### src/rtl/uart_cpu_port_pkg.sv
// Shared UART definitions: TX/RX state encodings, frame constants and the TX pin decode helper.
package lib_uart;

    localparam int   DATA_BITS  = 8;
    localparam logic IDLE_LEVEL = 1'b1;

    typedef enum logic [1:0] {
        TX_IDLE  = 2'd0,
        TX_START = 2'd1,
        TX_DATA  = 2'd2,
        TX_STOP  = 2'd3
    } TX_STATE;

    typedef enum logic [1:0] {
        RX_IDLE  = 2'd0,
        RX_START = 2'd1,
        RX_DATA  = 2'd2,
        RX_STOP  = 2'd3
    } RX_STATE;

    // Line level driven for a given TX state; data_bit is the current shift-register LSB.
    function automatic logic tx_pin_level(input TX_STATE st, input logic data_bit);
        logic lvl;
        case (st)
            TX_START: lvl = 1'b0;
            TX_DATA:  lvl = data_bit;
            default:  lvl = IDLE_LEVEL;
        endcase
        return lvl;
    endfunction

endpackage

### src/rtl/uart_cpu_port_rx_core.sv
// 8N1 receiver: optional input synchroniser (UART_RX_SYNC_EN), falling-edge start detect,
// mid-bit sampling FSM and shift register. Emits a one-cycle rx_valid with rx_byte per good frame.
module uart_rx_core
    import lib_uart::*;
#(
    parameter int CLKS_PER_BIT = 434
) (
    input  logic       clk,
    input  logic       rst_n,
    input  logic       uart_rx,
    output logic       rx_valid,
    output logic [7:0] rx_byte
);

    localparam int               CNT_W     = $clog2(CLKS_PER_BIT) + 1;
    localparam logic [CNT_W-1:0] BIT_LOAD  = CNT_W'(CLKS_PER_BIT - 1);
    localparam logic [CNT_W-1:0] HALF_LOAD = CNT_W'(CLKS_PER_BIT / 2 - 1);
    localparam logic [CNT_W-1:0] CNT_ZERO  = {CNT_W{1'b0}};
    localparam logic [CNT_W-1:0] CNT_ONE   = {{(CNT_W-1){1'b0}}, 1'b1};
    localparam logic [2:0]       LAST_IDX  = 3'(DATA_BITS - 1);

    logic             line_s;
    logic             prev_r;
    logic             fall_s;
    RX_STATE          state_r, state_nxt_s;
    logic [CNT_W-1:0] cnt_r, cnt_nxt_s;
    logic [2:0]       idx_r, idx_nxt_s;
    logic [7:0]       shift_r, shift_nxt_s;
    logic             valid_nxt_s;
    logic             rx_valid_r;
    logic [7:0]       rx_byte_r;

`ifdef UART_RX_SYNC_EN
    logic [1:0] sync_r;

    // Two-flop synchroniser for the asynchronous RX pin, reset to the idle level.
    always_ff @(posedge clk) begin
        if (!rst_n) begin
            sync_r <= {2{IDLE_LEVEL}};
        end else begin
            sync_r <= {sync_r[0], uart_rx};
        end
    end

    assign line_s = sync_r[1];
`else
    assign line_s = uart_rx;
`endif

    assign fall_s = prev_r & ~line_s;

    // Edge-detect history, FSM state, counters and output registers.
    always_ff @(posedge clk) begin
        if (!rst_n) begin
            prev_r     <= IDLE_LEVEL;
            state_r    <= RX_IDLE;
            cnt_r      <= CNT_ZERO;
            idx_r      <= 3'd0;
            shift_r    <= 8'h00;
            rx_valid_r <= 1'b0;
            rx_byte_r  <= 8'h00;
        end else begin
            prev_r     <= line_s;
            state_r    <= state_nxt_s;
            cnt_r      <= cnt_nxt_s;
            idx_r      <= idx_nxt_s;
            shift_r    <= shift_nxt_s;
            rx_valid_r <= valid_nxt_s;
            if (valid_nxt_s) begin
                rx_byte_r <= shift_r;
            end
        end
    end

    // Next-state logic; samples are taken when the down-counter reaches zero.
    always_comb begin
        state_nxt_s = state_r;
        cnt_nxt_s   = cnt_r;
        idx_nxt_s   = idx_r;
        shift_nxt_s = shift_r;
        valid_nxt_s = 1'b0;
        case (state_r)
            RX_IDLE: begin
                if (fall_s) begin
                    state_nxt_s = RX_START;
                    cnt_nxt_s   = HALF_LOAD;
                end else begin
                    cnt_nxt_s   = CNT_ZERO;
                end
            end
            RX_START: begin
                if (cnt_r == CNT_ZERO) begin
                    // A line that is high again at mid start-bit was only a glitch.
                    if (line_s) begin
                        state_nxt_s = RX_IDLE;
                        cnt_nxt_s   = CNT_ZERO;
                    end else begin
                        state_nxt_s = RX_DATA;
                        cnt_nxt_s   = BIT_LOAD;
                        idx_nxt_s   = 3'd0;
                    end
                end else begin
                    cnt_nxt_s = cnt_r - CNT_ONE;
                end
            end
            RX_DATA: begin
                if (cnt_r == CNT_ZERO) begin
                    shift_nxt_s = {line_s, shift_r[7:1]};
                    cnt_nxt_s   = BIT_LOAD;
                    if (idx_r == LAST_IDX) begin
                        state_nxt_s = RX_STOP;
                        idx_nxt_s   = 3'd0;
                    end else begin
                        idx_nxt_s   = idx_r + 3'd1;
                    end
                end else begin
                    cnt_nxt_s = cnt_r - CNT_ONE;
                end
            end
            RX_STOP: begin
                if (cnt_r == CNT_ZERO) begin
                    state_nxt_s = RX_IDLE;
                    valid_nxt_s = line_s;
                end else begin
                    cnt_nxt_s = cnt_r - CNT_ONE;
                end
            end
            default: begin
                state_nxt_s = RX_IDLE;
                cnt_nxt_s   = CNT_ZERO;
                idx_nxt_s   = 3'd0;
            end
        endcase
    end

    assign rx_valid = rx_valid_r;
    assign rx_byte  = rx_byte_r;

endmodule

### src/rtl/uart_cpu_port.sv
// CPU-side UART port: 8N1 transmitter FSM plus rx_data/irr registers fed by uart_rx_core.
// Optional macro UART_RX_SYNC_EN adds a two-flop synchroniser on uart_rx.
module uart_cpu_port
    import lib_uart::*;
#(
    parameter int CLKS_PER_BIT = 434
) (
    input  logic       clk,
    input  logic       rst_n,
    input  logic       tx_req,
    input  logic [7:0] tx_data,
    output logic       tx_busy,
    output logic       uart_tx,
    input  logic       uart_rx,
    output logic [7:0] rx_data,
    output logic       irr,
    input  logic       ack
);

    localparam int               CNT_W    = $clog2(CLKS_PER_BIT) + 1;
    localparam logic [CNT_W-1:0] BIT_LOAD = CNT_W'(CLKS_PER_BIT - 1);
    localparam logic [CNT_W-1:0] CNT_ZERO = {CNT_W{1'b0}};
    localparam logic [CNT_W-1:0] CNT_ONE  = {{(CNT_W-1){1'b0}}, 1'b1};
    localparam logic [2:0]       LAST_IDX = 3'(DATA_BITS - 1);

    TX_STATE          tx_state_r, tx_state_nxt_s;
    logic [CNT_W-1:0] tx_cnt_r, tx_cnt_nxt_s;
    logic [2:0]       tx_idx_r, tx_idx_nxt_s;
    logic [7:0]       tx_shift_r, tx_shift_nxt_s;
    logic             uart_tx_r;
    logic             tx_busy_r;
    logic             rx_valid_s;
    logic [7:0]       rx_byte_s;
    logic [7:0]       rx_data_r;
    logic             irr_r;

    // TX state, counters and registered pin/busy outputs (decoded from next state).
    always_ff @(posedge clk) begin
        if (!rst_n) begin
            tx_state_r <= TX_IDLE;
            tx_cnt_r   <= CNT_ZERO;
            tx_idx_r   <= 3'd0;
            tx_shift_r <= 8'h00;
            uart_tx_r  <= IDLE_LEVEL;
            tx_busy_r  <= 1'b0;
        end else begin
            tx_state_r <= tx_state_nxt_s;
            tx_cnt_r   <= tx_cnt_nxt_s;
            tx_idx_r   <= tx_idx_nxt_s;
            tx_shift_r <= tx_shift_nxt_s;
            uart_tx_r  <= tx_pin_level(tx_state_nxt_s, tx_shift_nxt_s[0]);
            tx_busy_r  <= (tx_state_nxt_s != TX_IDLE);
        end
    end

    // TX next-state logic; requests outside IDLE are dropped, not queued.
    always_comb begin
        tx_state_nxt_s = tx_state_r;
        tx_cnt_nxt_s   = tx_cnt_r;
        tx_idx_nxt_s   = tx_idx_r;
        tx_shift_nxt_s = tx_shift_r;
        case (tx_state_r)
            TX_IDLE: begin
                if (tx_req) begin
                    tx_state_nxt_s = TX_START;
                    tx_cnt_nxt_s   = BIT_LOAD;
                    tx_idx_nxt_s   = 3'd0;
                    tx_shift_nxt_s = tx_data;
                end else begin
                    tx_cnt_nxt_s   = CNT_ZERO;
                end
            end
            TX_START: begin
                if (tx_cnt_r == CNT_ZERO) begin
                    tx_state_nxt_s = TX_DATA;
                    tx_cnt_nxt_s   = BIT_LOAD;
                end else begin
                    tx_cnt_nxt_s = tx_cnt_r - CNT_ONE;
                end
            end
            TX_DATA: begin
                if (tx_cnt_r == CNT_ZERO) begin
                    tx_cnt_nxt_s = BIT_LOAD;
                    if (tx_idx_r == LAST_IDX) begin
                        tx_state_nxt_s = TX_STOP;
                        tx_idx_nxt_s   = 3'd0;
                    end else begin
                        tx_idx_nxt_s   = tx_idx_r + 3'd1;
                        tx_shift_nxt_s = {1'b0, tx_shift_r[7:1]};
                    end
                end else begin
                    tx_cnt_nxt_s = tx_cnt_r - CNT_ONE;
                end
            end
            TX_STOP: begin
                if (tx_cnt_r == CNT_ZERO) begin
                    tx_state_nxt_s = TX_IDLE;
                end else begin
                    tx_cnt_nxt_s = tx_cnt_r - CNT_ONE;
                end
            end
            default: begin
                tx_state_nxt_s = TX_IDLE;
                tx_cnt_nxt_s   = CNT_ZERO;
                tx_idx_nxt_s   = 3'd0;
            end
        endcase
    end

    uart_rx_core #(
        .CLKS_PER_BIT(CLKS_PER_BIT)
    ) u_rx_core (
        .clk      (clk),
        .rst_n    (rst_n),
        .uart_rx  (uart_rx),
        .rx_valid (rx_valid_s),
        .rx_byte  (rx_byte_s)
    );

    // Received-byte holding register and interrupt request; a new frame beats a same-cycle ack.
    always_ff @(posedge clk) begin
        if (!rst_n) begin
            rx_data_r <= 8'h00;
            irr_r     <= 1'b0;
        end else if (rx_valid_s) begin
            rx_data_r <= rx_byte_s;
            irr_r     <= 1'b1;
        end else if (ack) begin
            irr_r     <= 1'b0;
        end
    end

    assign tx_busy = tx_busy_r;
    assign uart_tx = uart_tx_r;
    assign rx_data = rx_data_r;
    assign irr     = irr_r;

endmodule

### config.mk
export PLATFORM = sky130hd
export DESIGN_NAME = uart_cpu_port
export DESIGN_NICKNAME = d
export VERILOG_FILES = /design/src/rtl/uart_cpu_port_pkg.sv /design/src/rtl/uart_cpu_port_rx_core.sv /design/src/rtl/uart_cpu_port.sv
export SDC_FILE = /design/constraint.sdc
export NUM_CORES = 1
export LEC_CHECK = 0
export CORE_MARGIN = 5
export CORE_UTILIZATION = 60
export CTS_CLUSTER_DIAMETER = 120
export DETAILED_ROUTE_END_ITERATION = 10
export HOLD_SLACK_MARGIN = 0.06
export PLACE_DENSITY = 0.8
export SKIP_CTS_REPAIR_TIMING = 1
export SLEW_MARGIN = 20
export SYNTH_ARGS = -nofsm -noshare
export SYNTH_HDL_FRONTEND = slang
export SYNTH_SLANG_ARGS = --single-unit
### constraint.sdc
create_clock -name clk -period 2.85 [get_ports clk]
set_input_delay 0.285 -clock clk [delete_from_list [all_inputs] [get_ports clk]]
set_output_delay 0.285 -clock clk [all_outputs]
set_load 0.05 [all_outputs]
==> out/results.tsv <==
stage	metric	value	unit
outcome	outcome	completed	
cts	clock edge transition at the registers on the reported setup and hold paths	0.08	ns
power_and_ir_drop	static leakage power	0.00133	uW
finish	Layout Utilization	0.704	
power_and_ir_drop	switching power	1140	uW
routing	Detailed Routing Iterations Pass 1	4	
synthesis	number of enable flip-flop cells after synthesis	0	
global_routing	number of antenna violations at the first check in global routing	0	
finish	number of fill cells in the layout	410	
power_and_ir_drop	Clock power frac	0.263	
finish	proportion of layout cells with a drive suffix above 1	0.0809	
synthesis	Syn Area/Cell	8.68	sq um
hold_path	Tightest Hold Check Type	flop to flop	
setup_path	element type at the critical path start	flop	
power_and_ir_drop	fraction of power consumed by sequential logic	0.385	
global_routing	wire length of the first global-routing pass	10.5	mm
finish	leading cell type in the layout, fill and taps excluded	sky130_fd_sc_hd__dfxtp_1	
sta	tightest slew margin relative to the limit	0.594	
synthesis	async set-or-reset flop fraction in the synthesized netlist	0	
global_routing	total global routing track utilization	0.199	
placed_design	dpl hpwl	4.09	mm
synthesis	most used flip-flop cell after synthesis	sky130_fd_sc_hd__dfxtp_1	
sta	pins over their slew limit	0	
placed_design	RePlAce Congestion	0.845	
floorplanning	Ports	24	
routing	detailed-route DRC error count	0	
floorplanning	die height	81.9	um
sta	measured slew at the worst slew-check pin	0.609	ns
global_routing	maximum number of pins on one net before global-route repair	38	
routing	Via Count	2521	
routing	ratio of routed vias to standard cells	5.57	
setup_path	data arrival time of the critical path	2.50	ns
routing	ANT nets after route	0	
synthesis	cell area after technology mapping	0.00310	sq mm
global_routing	overall overflow remaining after global route	0	
sta	Tmin final	2.27	ns
power_and_ir_drop	Internal Power	1870	uW
floorplanning	width of the chip	81.9	um
routing	total wirelength of the detailed-routed design	6.08	mm
synthesis	share of synthesized area occupied by flip-flops and latches	0.433	
setup_path	data required time of the worst path	3.08	ns
finish	area grow syn2layout	15.3	%
sta	final setup violating endpoints	0	
synthesis	total nets after synthesis	381	
sta	RSZ-0062 raised after global routing	false	
sta	number of hold-slack violations in the final timing report	0	
floorplanning	starting density of the core	0.611	
global_routing	vias in the first global route	2374	
finish	diode insertion count for antenna repair	0	
cts	Clk Tree Root Cell	sky130_fd_sc_hd__clkbuf_8	
sta	period utilization	0.798	
sta	top achievable clock speed	440	MHz
power_and_ir_drop	total power divided by cell area	843	mW/mm^2
power_and_ir_drop	Max IR drop VDD	0.643	mV
job	count of max-cap constraint violations	0	
cts	total clock buffers created by CTS	9	
placed_design	port bufs	23	
synthesis	number of distinct library cells after synthesis	50	
cts	maximum buffer depth of the clock tree	2	
synthesis	flip-flop and latch count after synthesis	67	
sta	Sum Neg Setup Slack	0	ns
floorplanning	cell row count	26	
cts	number of clock sinks	67	
routing	routed length per instance	13.4	um
sta	Final Skew	0.00708	ns
floorplanning	Die Outline Area	0.00670	sq mm
setup_path	crit path kind	flop to flop	
finish	combined area of the multi-input logic cells	0.00164	sq mm
routing	count of routing violations after the opening detailed-route iteration	190	
sta	final hold slack	0.464	ns
finish	area taken by flip-flops and latches	0.00134	sq mm
setup_path	maximum fanout along the worst path	15	
power_and_ir_drop	Net Sw Frac	0.378	
cts	TritonCTS clock tree	done	
cts	number of H-tree levels	3	
placed_design	number of placed instances, taps included	437	
setup_path	Critical Path Sink Type	flop	
finish	Total Nets Final	402	
floorplanning	core area	0.00507	sq mm
synthesis	post-synthesis instance total	357	
cts	latest clock arrival within the worst-skew pair	0.34	ns
finish	most frequent cells in the layout	sky130_fd_sc_hd__dfxtp_1, sky130_fd_sc_hd__nor2_1, sky130_fd_sc_hd__a21oi_1	
finish	fin cells	453	
synthesis	total number of yosys warnings	0	
power_and_ir_drop	part of the power in combinational logic	0.352	
## per-stage QoR
step	power (uW)	instance area (sq um)	setup slack (ns)
global route	3220	3570	0.395
finish	3010	3570	0.577
global placement	2200	3370	0.686
floorplan	2020	3100	0.967
CTS	3020	3570	0.623
detailed placement	2210	3370	0.606
## sequential cells by signal (all words and copies together), names as in the netlist, named ones only
| register | count |
|---|---|
| u_rx_core.rx_valid | 1 |
| tx_busy | 1 |
| uart_tx | 1 |
| u_rx_core.state_r | 1 |
| tx_idx_r | 3 |
| tx_shift_r | 8 |
| tx_cnt_r | 10 |
| rx_data | 8 |
| u_rx_core.rx_byte | 8 |
| tx_state_r | 2 |
| u_rx_core.idx_r | 3 |
| u_rx_core.prev_r | 1 |
| u_rx_core.shift_r | 8 |
| u_rx_core.cnt_r | 10 |
| irr | 1 |
## cells in the mapped netlist (2+ instances only)
cell                       number  area, sq um
sky130_fd_sc_hd__inv_1         13         48.8
sky130_fd_sc_hd__a31oi_1        5         31.3
sky130_fd_sc_hd__or4_1          2         15.0
sky130_fd_sc_hd__nor2_1        53          199
sky130_fd_sc_hd__nor3_1         9         45.0
sky130_fd_sc_hd__nand3b_1       2         15.0
sky130_fd_sc_hd__xor2_1         7         61.3
sky130_fd_sc_hd__nor4b_1        2         17.5
sky130_fd_sc_hd__dfxtp_1       67         1340
sky130_fd_sc_hd__clkbuf_1      11         41.3
sky130_fd_sc_hd__a22oi_1        8         60.1
sky130_fd_sc_hd__ha_1          11          138
sky130_fd_sc_hd__nand4_1        3         18.8
sky130_fd_sc_hd__o31ai_1        3         22.5
sky130_fd_sc_hd__mux2i_1       20          200
sky130_fd_sc_hd__nand3_1        2         10.0
sky130_fd_sc_hd__o21a_1         3         22.5
sky130_fd_sc_hd__and2_1         2         12.5
sky130_fd_sc_hd__nor3b_1        3         22.5
sky130_fd_sc_hd__nor4_2         2         25.0
sky130_fd_sc_hd__a21oi_1       35          175
sky130_fd_sc_hd__a21o_1         4         30.0
sky130_fd_sc_hd__buf_2          4         20.0
sky130_fd_sc_hd__o21ai_0       16         80.1
sky130_fd_sc_hd__xnor2_1        3         26.3
sky130_fd_sc_hd__nor2_4         2         22.5
sky130_fd_sc_hd__o22ai_1        2         12.5
sky130_fd_sc_hd__nor4_1         5         31.3
sky130_fd_sc_hd__nand2b_1       7         43.8
sky130_fd_sc_hd__nand2_1       31          116
## area by class of cell
cell class	count	share of cell area
well taps	70	0.0245
repair buffers	26	0.0708
inverters	14	0.0147
flip-flops and latches	67	0.375
clock inverters	7	0.0217
clock buffers	9	0.0347
multi-input cells	260	0.458
## worst paths after layout
path / start / slack [ns] / cells after the start / to
setup / recovery: tx_cnt_r[0]$_SDFFE_PN0P_ / 0.58 / 7 / uart_tx$_SDFF_PN1_
hold / removal: u_rx_core.shift_r[0]$_SDFFE_PN0P_ / 0.46 / 2 / u_rx_core.shift_r[0]$_SDFFE_PN0P_
setup reg to reg: tx_cnt_r[0]$_SDFFE_PN0P_ / 0.58 / 7 / uart_tx$_SDFF_PN1_
hold reg to reg: u_rx_core.shift_r[0]$_SDFFE_PN0P_ / 0.46 / 2 / u_rx_core.shift_r[0]$_SDFFE_PN0P_
## power by group through the flow
stage               combinational, uW  sequential [uW]  clock [uW]
floorplan                         836             1180           0
global placement                 1030             1170           0
detailed placement               1040             1180           0
CTS                              1060             1160         807
global route                     1190             1170         852
finish                           1060             1160         793
## critical path, stage by stage, from the launching register on
cell	delay (ns)
sky130_fd_sc_hd__dfxtp_1	0.35
sky130_fd_sc_hd__inv_1	0.07
sky130_fd_sc_hd__ha_1	0.22
sky130_fd_sc_hd__nor3b_1	0.47
sky130_fd_sc_hd__nand4b_1	0.19
sky130_fd_sc_hd__a21oi_2	0.53
sky130_fd_sc_hd__o2111a_1	0.28
sky130_fd_sc_hd__o21ai_2	0.05
## logic make-up (layout without fill, tap and decap cells)
logic type | after synthesis | count (layout) | synth area share
multiplexers | 20 | 20 | 0.0646
flip-flops | 67 | 67 | 0.433
buffers and inverters | 30 | 56 | 0.0392
AND/OR/NAND/NOR | 134 | 134 | 0.222
XOR/XNOR | 10 | 10 | 0.0283
AO/OA/AOI/OAI | 85 | 85 | 0.169
adder cells (fa/ha/maj) | 11 | 11 | 0.0444
## routing by layer
metal | vias up | global-route usage | part of all wire
li1 | 1298 | - | -
met1 | 1174 | 0.260 | 0.49
met2 | 41 | 0.319 | 0.46
met3 | 8 | 0.0417 | 0.033
met4 | 0 | 0.0831 | 0.015
met5 | - | 0 | 0
Note: power is estimated with default switching activity, not from simulation.
